<file path="config.mk">
export PLATFORM = sky130hd
export DESIGN_NAME = regfile_32x64
export DESIGN_NICKNAME = d
export VERILOG_FILES = /design/src/rtl/regfile_pkg.sv /design/src/rtl/dec5_32_en.sv /design/src/rtl/regfile_32x64.sv
export SDC_FILE = /design/constraint.sdc
export NUM_CORES = 2
export LEC_CHECK = 0
export BUFFER_PORTS_ARGS = -buffer_cell sky130_fd_sc_hd__clkbuf_2
export CAP_MARGIN = 0
export CORE_UTILIZATION = 60
export CTS_CLUSTER_SIZE = 10
export DETAILED_ROUTE_END_ITERATION = 12
export HOLD_SLACK_MARGIN = 0.06
export PLACE_DENSITY = 0.77
export SLEW_MARGIN = 20
export SYNTH_ARGS = -nofsm -noshare
export SYNTH_HDL_FRONTEND = slang
export SYNTH_SLANG_ARGS = --single-unit
</file>
<file path="constraint.sdc">
create_clock -name clk -period 2.92 [get_ports clk]
set_input_delay 0.584 -clock clk [delete_from_list [all_inputs] [get_ports clk]]
set_output_delay 0.584 -clock clk [all_outputs]
set_load 0.01 [all_outputs]
</file>
<file path="src/rtl/regfile_pkg.sv">
// Shared constants for the 32 x 64-bit register file and its write decoder.
package regfile_pkg;

  localparam int DATA_W   = 64;
  localparam int ADDR_W   = 5;
  localparam int NUM_REGS = 32;
  // X31 is the zero register: it is never stored and always reads as zero.
  localparam int XZR_IDX  = 31;

  typedef logic [NUM_REGS-1:0] word_en_t;

endpackage

</file>
<file path="src/rtl/dec5_32_en.sv">
// 5-to-32 enabled decoder: one-hot word enables for the register file write port.
module dec5_32_en
  import regfile_pkg::*;
(
  input  logic              en,
  input  logic [ADDR_W-1:0] addr,
  output word_en_t          onehot
);

  // Exactly one enable high when en is 1; all low when en is 0 (or unknown).
  always_comb begin
    // NOTE: the all-zero default ahead of the conditional assigns every bit on every
    // path, so no latch can be inferred.
    onehot = '0;
    if (en) begin
      onehot[addr] = 1'b1;
    end
  end

endmodule

</file>
<file path="src/rtl/regfile_32x64.sv">
// 32-entry register file with one write port and two combinational read ports.
// Address 31 is XZR: it reads as zero and writes to it are dropped.
module regfile_32x64 #(
  parameter int DATA_W = regfile_pkg::DATA_W,
  parameter int ADDR_W = regfile_pkg::ADDR_W
) (
  input  logic              clk,
  input  logic              reset_n,
  input  logic              wr_en,
  input  logic [ADDR_W-1:0] wr_addr,
  input  logic [DATA_W-1:0] wr_data,
  input  logic [ADDR_W-1:0] rd_addr_a,
  input  logic [ADDR_W-1:0] rd_addr_b,
  output logic [DATA_W-1:0] rd_data_a,
  output logic [DATA_W-1:0] rd_data_b
);

  import regfile_pkg::NUM_REGS;
  import regfile_pkg::XZR_IDX;
  import regfile_pkg::word_en_t;

  // Only X0..X30 hold state; X31 has no storage behind it.
  localparam int NUM_STORED = NUM_REGS - 1;

  word_en_t          word_en;
  logic [DATA_W-1:0] regs_q  [NUM_STORED];
  logic [DATA_W-1:0] regs_d  [NUM_STORED];
  logic [DATA_W-1:0] rd_view [NUM_REGS];

  dec5_32_en u_dec (
    .en     (wr_en),
    .addr   (wr_addr),
    .onehot (word_en)
  );

  // The enable for X31 has no register to drive, which is what discards XZR writes.
  logic unused_xzr_we;
  assign unused_xzr_we = word_en[XZR_IDX];

  // Hold mux per register: load wr_data when its word enable is set, otherwise keep.
  always_comb begin
    for (int i = 0; i < NUM_STORED; i++) begin
      regs_d[i] = word_en[i] ? wr_data : regs_q[i];
    end
  end

  // Register bank; the asynchronous clear wins over any write in flight.
  always_ff @(posedge clk or negedge reset_n) begin
    if (!reset_n) begin
      // NOTE: this storage is plain flops, so every word can be cleared by reset;
      // an SRAM macro could not be, and would need an explicit clearing sequence.
      for (int i = 0; i < NUM_STORED; i++) begin
        regs_q[i] <= '0;
      end
    end else begin
      // NOTE: non-blocking assignments so every register samples pre-edge values.
      for (int i = 0; i < NUM_STORED; i++) begin
        regs_q[i] <= regs_d[i];
      end
    end
  end

  // Read view of all 32 addresses, with X31 hard-wired to zero.
  always_comb begin
    for (int i = 0; i < NUM_STORED; i++) begin
      rd_view[i] = regs_q[i];
    end
    rd_view[XZR_IDX] = '0;
  end

  // Reads are combinational, with no bypass from the write port.
  assign rd_data_a = rd_view[rd_addr_a];
  assign rd_data_b = rd_view[rd_addr_b];

endmodule

</file>
# Yosys cells after proc, flatten, opt, wreduce, memory -nomap -nowiden
# Index checks and enable logic that the tools add are counted.
# W data, S select, Z words.
totals:
  regBits: 1984
  in_bits: 82
  output_inout_bits: 128
  wordCells: 47
classes:
  order_cmp: 4
  muxes: 9
  bitwise: 2
  n_reduce_logical: 1
op_table:
  columns: ["operator", "count"]
  rows:
  - ["$bmux W64 S5", 2]
  - ["$mux W64", 4]
  - ["$mux W31", 1]
  - ["$ge A6 B6 Y1 const B", 2]
  - ["$not A5 Y6", 2]
  - ["$lt A5 B6 Y1 const B", 1]
  - ["$demux W1 S5", 1]
  - ["$ge A5 B1 Y1 const B", 1]
  - ["$logic_and A1 B1 Y1", 1]
  - ["$mux W1", 1]

# Depth between registers and ports, before layout
logic_depth:
  ltp_word: 5
  ltp_mapped: 9
  mapped_depth_nobuf: 4

# Modules after synthesis
# Synthesis repeated with hierarchy kept, for this count alone.
hier_totals:
  cells_unflattened: 7494
  area_unflattened_um2: 106405.8
by_module_without_submodules:
  columns: ["mod", "instances", "cells_each", "area_per_inst_um2", "seq_area_each_um2"]
  rows:
  - ["regfile_32x64", 1, 7447, 106175.6, 49647.6]
  - ["dec5_32_en", 1, 47, 230.2, 0.0]

# Worst setup path after synthesis
# OpenSTA, ideal clock, no wires.
synth_timing:
  kind: "input to output"
  start: "in rd_addr_b[0]"
  end: "out rd_data_b[10]"
  arrival_time_ns: 2.032
  t_required_ns: 2.336
  setup_slack_ns: 0.304
  stages: 7
  path_buffers: 4
  path_cell_list: "buf_2 > buf_4 > buf_6 > nor2_2 > buf_6 > a22oi_1 > a211oi_1"
synth_via:
  elab_chain_len: 4
synth_rtl:
  columns: ["item", "line", "source"]
  rows:
  - ["from (decl)", "regfile_32x64.sv:13", "input logic [ADDR_W-1:0] rd_addr_b,"]
  - ["$not A5 Y6 (not written as such)", "regfile_32x64.sv:73", "assign rd_data_b = rd_view[rd_addr_b];"]
  - ["$bmux W64 S5", "regfile_32x64.sv:73", null]
  - ["$mux W64 (not written as such) (2 in series)", "regfile_32x64.sv:73", null]
  - ["to (decl)", "regfile_32x64.sv:15", "output logic [DATA_W-1:0] rd_data_b"]
# No other way between the ends. The select of a mux whose other input is x is not followed.

# Final worst setup path
layout_timing:
  start: "reg regs_q (netlist bit rd_view[1102])"
  end: "out rd_data_a[14]"
layout_via:
  elab_chain_len: 3
layout_rtl:
  columns: ["item", "line", "source"]
  rows:
  - ["from (decl)", "regfile_32x64.sv:26", "logic [DATA_W-1:0] regs_q [NUM_STORED];"]
  - ["from (signal, indexed assignment)", "regfile_32x64.sv:58", "regs_q[i] <= regs_d[i];"]
  - ["$bmux W64 S5", "regfile_32x64.sv:72", "assign rd_data_a = rd_view[rd_addr_a];"]
  - ["$mux W64 (not written as such) (2 in series)", "regfile_32x64.sv:72", null]
  - ["to (decl)", "regfile_32x64.sv:14", "output logic [DATA_W-1:0] rd_data_a,"]
# No other way between the ends. The select of a mux whose other input is x is not followed.

==> summary by stage <==
Outcome
The flow ran to the end, but the final reports show violations. The checks that failed: setup timing.

Placement
The routability-driven placement congestion ratio is around 0.9. The post-placement worst setup slack is -0.2913 ns. The number of I/O port buffers is approximately 210. The number of cells after detailed placement is about 9600.

The HPWL after detailed placement is 215.2 mm.

Setup path
The cell at the slowest stage of the critical path is mux4_2. In this run the number of cells on the critical path is 4. Data on the critical path is required at its endpoint by 2.34 ns. Traced cell by cell, the critical path runs through mux4_2 > a22oi_1 > nand4_1 > buf_2. STA classifies the critical path startpoint as a register. The kind of cell with the highest combined delay along the critical path is multiplexers.

The critical path class is register to output pin. In this run the worst path has a maximum fanout of 3. The worst register-to-register path has a depth of 3. Together, buffers and inverters on the worst path number 1.

At the worst endpoint, the arrival time is around 2.5 ns. The nature of the critical path endpoint is an output pin. The maximum cell stage delay along the critical path is around 0.47 ns.

Logic synthesis
The synthesized-area fraction occupied by and/or/nand/nor cells is 1.476%. In the post-synthesis netlist, the cell with the most instances is dfrtp_1. The share of synthesized area in the top cell type comes to 47.34%. The post-synthesis xor/xnor area fraction is 0%. By area, the combinational part of the netlist is dominated by multiplexers. The synthesized net count is between 7000 and 8000.

The netlist uses 45 different library cells. After technology mapping, the gate count stands at 7137. The proportion of synthesized chip area in sequential cells is 47.34%. In the synthesized netlist, the cells that appear most often are dfrtp_1 (1984), mux2_2 (1919), mux4_2 (706). The post-synthesis compound-gate area fraction is 5.924%. The netlist area before placement is roughly 100000 um^2. The mean cell area of the mapped netlist is 14.69 um^2. For this run, the number of Yosys warnings is 0.

The synthesized-area fraction occupied by adder cells is 0%. The post-synthesis async set-or-reset flop share is 100.0%. By area the synthesized netlist is led by dfrtp_1 (47%), mux2_2 (21%), mux4_2 (15%). Counting flops and latches in the post-synthesis netlist gives approximately 2000. Measured against the total synthesized area, the mux share comes to between 40% and 50%.

In the synthesized netlist the dominant register cell turns out to be dfrtp_1. Yosys mapped a number of flops with a built-in enable equal to 0. Of all cell types, the one taking the most synthesized area is dfrtp_1.

GRT
After global routing the overflow that remains totals 0. The first global-routing pass estimated 528.8 mm of wire. The global-route met1 utilization is 52.58%. The met3 usage in global routing is 10.59%. The busiest layer in global routing is met2. The number of global-route vias before repair was ~78000.

In the global route stage, met2 resource usage came out at 61.89%. The initial antenna violation count is 19. Entering global routing, the biggest net connects 126 pins. Across every metal layer, demand over resource in global routing totals roughly two fifths.

Power
The static leakage power is between 50 and 60 nW. In this run, the combinational gates consume 22.7% of the power. For this design the total switching power over the nets is between 20 and 25 mW. The clock network power share is 30.9%. The internal power consumption is ~57 mW. Net switching is approximately 29% of the power. The overall power is 80.37 mW. Dividing total power by cell area gives a power density of around 650 nW/um^2. VDD sags by at most 558.7 uV.

The power share of the sequential group is a little under half.

Route
After detailed routing, the number of vias per cell comes to 7.498. For this block, the via count after detailed routing is 75141. The number of detailed-routing iterations run before antenna repair is 6. The violation count after the first detailed-route iteration is 10050. For this run, design rule violations remaining after detail routing come to 0.

The final wirelength is between 300 and 400 mm. Dividing the detail-routed wire length by the instance count gives 36.21 um. In this run the remaining antenna-violating nets after routing total 0.

Die
The number of primary I/O pins is 210. From bottom edge to top edge, the die measures 420.1 um. In this run the core area contains approximately 150 standard-cell rows. For this configuration, the core starts out at a cell density of between 60% and 70%. The core region is 173800 um^2.

The x dimension of the die is 420.1 um. The die covers 176500 um^2.

Clock network
The number of CTS-inserted buffers is 222. The clock reaches the later pin of the worst-skew pair after 0.87 ns. The clock tree from TritonCTS is built. Clock tree synthesis found a total of between 1500 and 2000 sinks. The H-tree generated during clock tree synthesis spans 4 levels. The root buffer cell is clkbuf_16. Counting along the longest clock path gives a buffer depth of 3. The clock slew seen by the registers of the worst setup and hold paths is 0.06 ns.

Timing
The worst clock skew is 0 ns. Based on the critical path, the design can be clocked at up to 0.3244 GHz. The final critical path time including I/O delays and setup is 3.082 ns.

For the final routed database, the setup TNS stands at -3.812 ns. The final number of setup-violating endpoints is 73. Setup repair after global routing could not meet its margin everywhere. The number of hold-slack violations in the final timing report is 0.

The number of max-slew violations in the final report was 0. At the pin with the least slew margin, the transition time is 1.073 ns. Measured against its own limit, the worst slew margin works out to 28.45%.

The worst-case setup margin in the final layout is -0.1623 ns. In the finished design, the share of the clock period the worst path needs comes to 105.6%.

Cells and area
The post-layout net count is 7710. The growth of design area from synthesis to finish is 17.84%. The register with the most flip-flops in the layout has approximately 2000 of them. The share of layout cells above drive strength 1 is 55.03%. Excluding fillers, the count of instances in the completed layout stands at approximately 10000.

Flow run
The tool flagged a number of max-cap violations equal to 0.

Worst hold path
The worst min-delay path category is input port to asynchronous set/reset pin.
worst reg2reg max path, delay by kind of cell, from the launching register on:
family	cells	cell delay (ns)
multiplexers	1	0.26
buffers and inverters	2	0.27
flip-flops	1	0.40
layer usage:
layer  routed length [um]  up-vias
li1                     -    28686
met1               129000    39418
met2               165400     5451
met3                39220     1580
met4                29140        6
met5                   41        -
power groups by stage:
stage	clock network (mW)	registers (mW)	logic, mW
6_report	24.8	37.3	18.3
3_3_place_gp	0	36.9	16.1
3_5_place_dp	0	37.4	16.7
2_1_floorplan	0	35.8	12.0
5_1_grt	26.0	37.7	19.2
4_1_cts	24.9	36.9	17.6
worst paths after layout:
path                       slack (ns)          start            end
min in group clk                 0.39    wr_data[47]  rd_view[1775]
min                              0.30        reset_n  rd_view[1014]
max in group asynchronous        1.42        reset_n   rd_view[729]
min reg2reg                      0.51   rd_view[185]   rd_view[185]
max reg2reg                      1.87   rd_view[312]   rd_view[312]
max                             -0.16  rd_view[1102]  rd_data_a[14]
timing repair:
item / in CTS / in global routing
gates resized for setup: 249 / 158
endpoints found under the hold margin: 28 / 0
hold buffers: 1 / 0
buffers inserted: 126 / 62
setup endpoints to repair: 124 / 116
gates cloned: 13 / 3
pin swaps: 172 / 113
logic make-up after synthesis:
logic type             count (synthesis)
AO/OA/AOI/OAI                        828
AND/OR/NAND/NOR                      273
multiplexers                        3198
flip-flops                          1984
buffers and inverters                854
stage by stage:
step                      cell area [um^2]  utilization, %  hold slack [ns]
final                               123600           71.09           0.2980
after global routing                123600           71.08           0.3083
after CTS                           122500           70.45           0.2939
after detailed placement            114000           65.58           0.4954
after global placement              114000           65.58           0.4896
after floorplan                     104900               -           0.2884
final cells by class:
class                      instances  area, um^2
tap                             2325        2909
clock inverter                    16       187.7
timing repair buffer            1056       11960
fill                           11064       50250
sequential                      1984       49650
multi-input combinational       4299       52770
inverter                          65       246.5
clock buffer                     261        5806
antenna                           15       37.54
cells in the final DEF (no fill, tap or decap), types with 17 or more instances in the layout:
| cell type | netlist | routed |
|---|---|---|
| o22ai_1 | 128 | 85 |
| buf_6 | 33 | 47 |
| buf_16 | 0 | 19 |
| mux2_2 | 1919 | 1919 |
| a211oi_2 | 0 | 47 |
| inv_1 | 65 | 63 |
| nand2_4 | 0 | 17 |
| buf_2 | 235 | 31 |
| o22ai_2 | 0 | 40 |
| a22oi_2 | 0 | 123 |
| dfrtp_1 | 1984 | 1984 |
| mux2i_1 | 508 | 508 |
| o221ai_1 | 127 | 119 |
| mux4_2 | 706 | 706 |
| a22oi_1 | 316 | 193 |
| nand2_1 | 84 | 67 |
| buf_4 | 101 | 492 |
| nand3_1 | 65 | 65 |
| clkbuf_1 | 384 | 32 |
| a21boi_1 | 0 | 18 |
| a21boi_0 | 64 | 46 |
| mux2_1 | 65 | 65 |
| buf_12 | 0 | 293 |
| o211ai_1 | 127 | 127 |
| clkbuf_16 | 0 | 228 |
| clkbuf_2 | 1 | 152 |
| nand4_1 | 64 | 64 |
(Power assumes the default switching activity.)
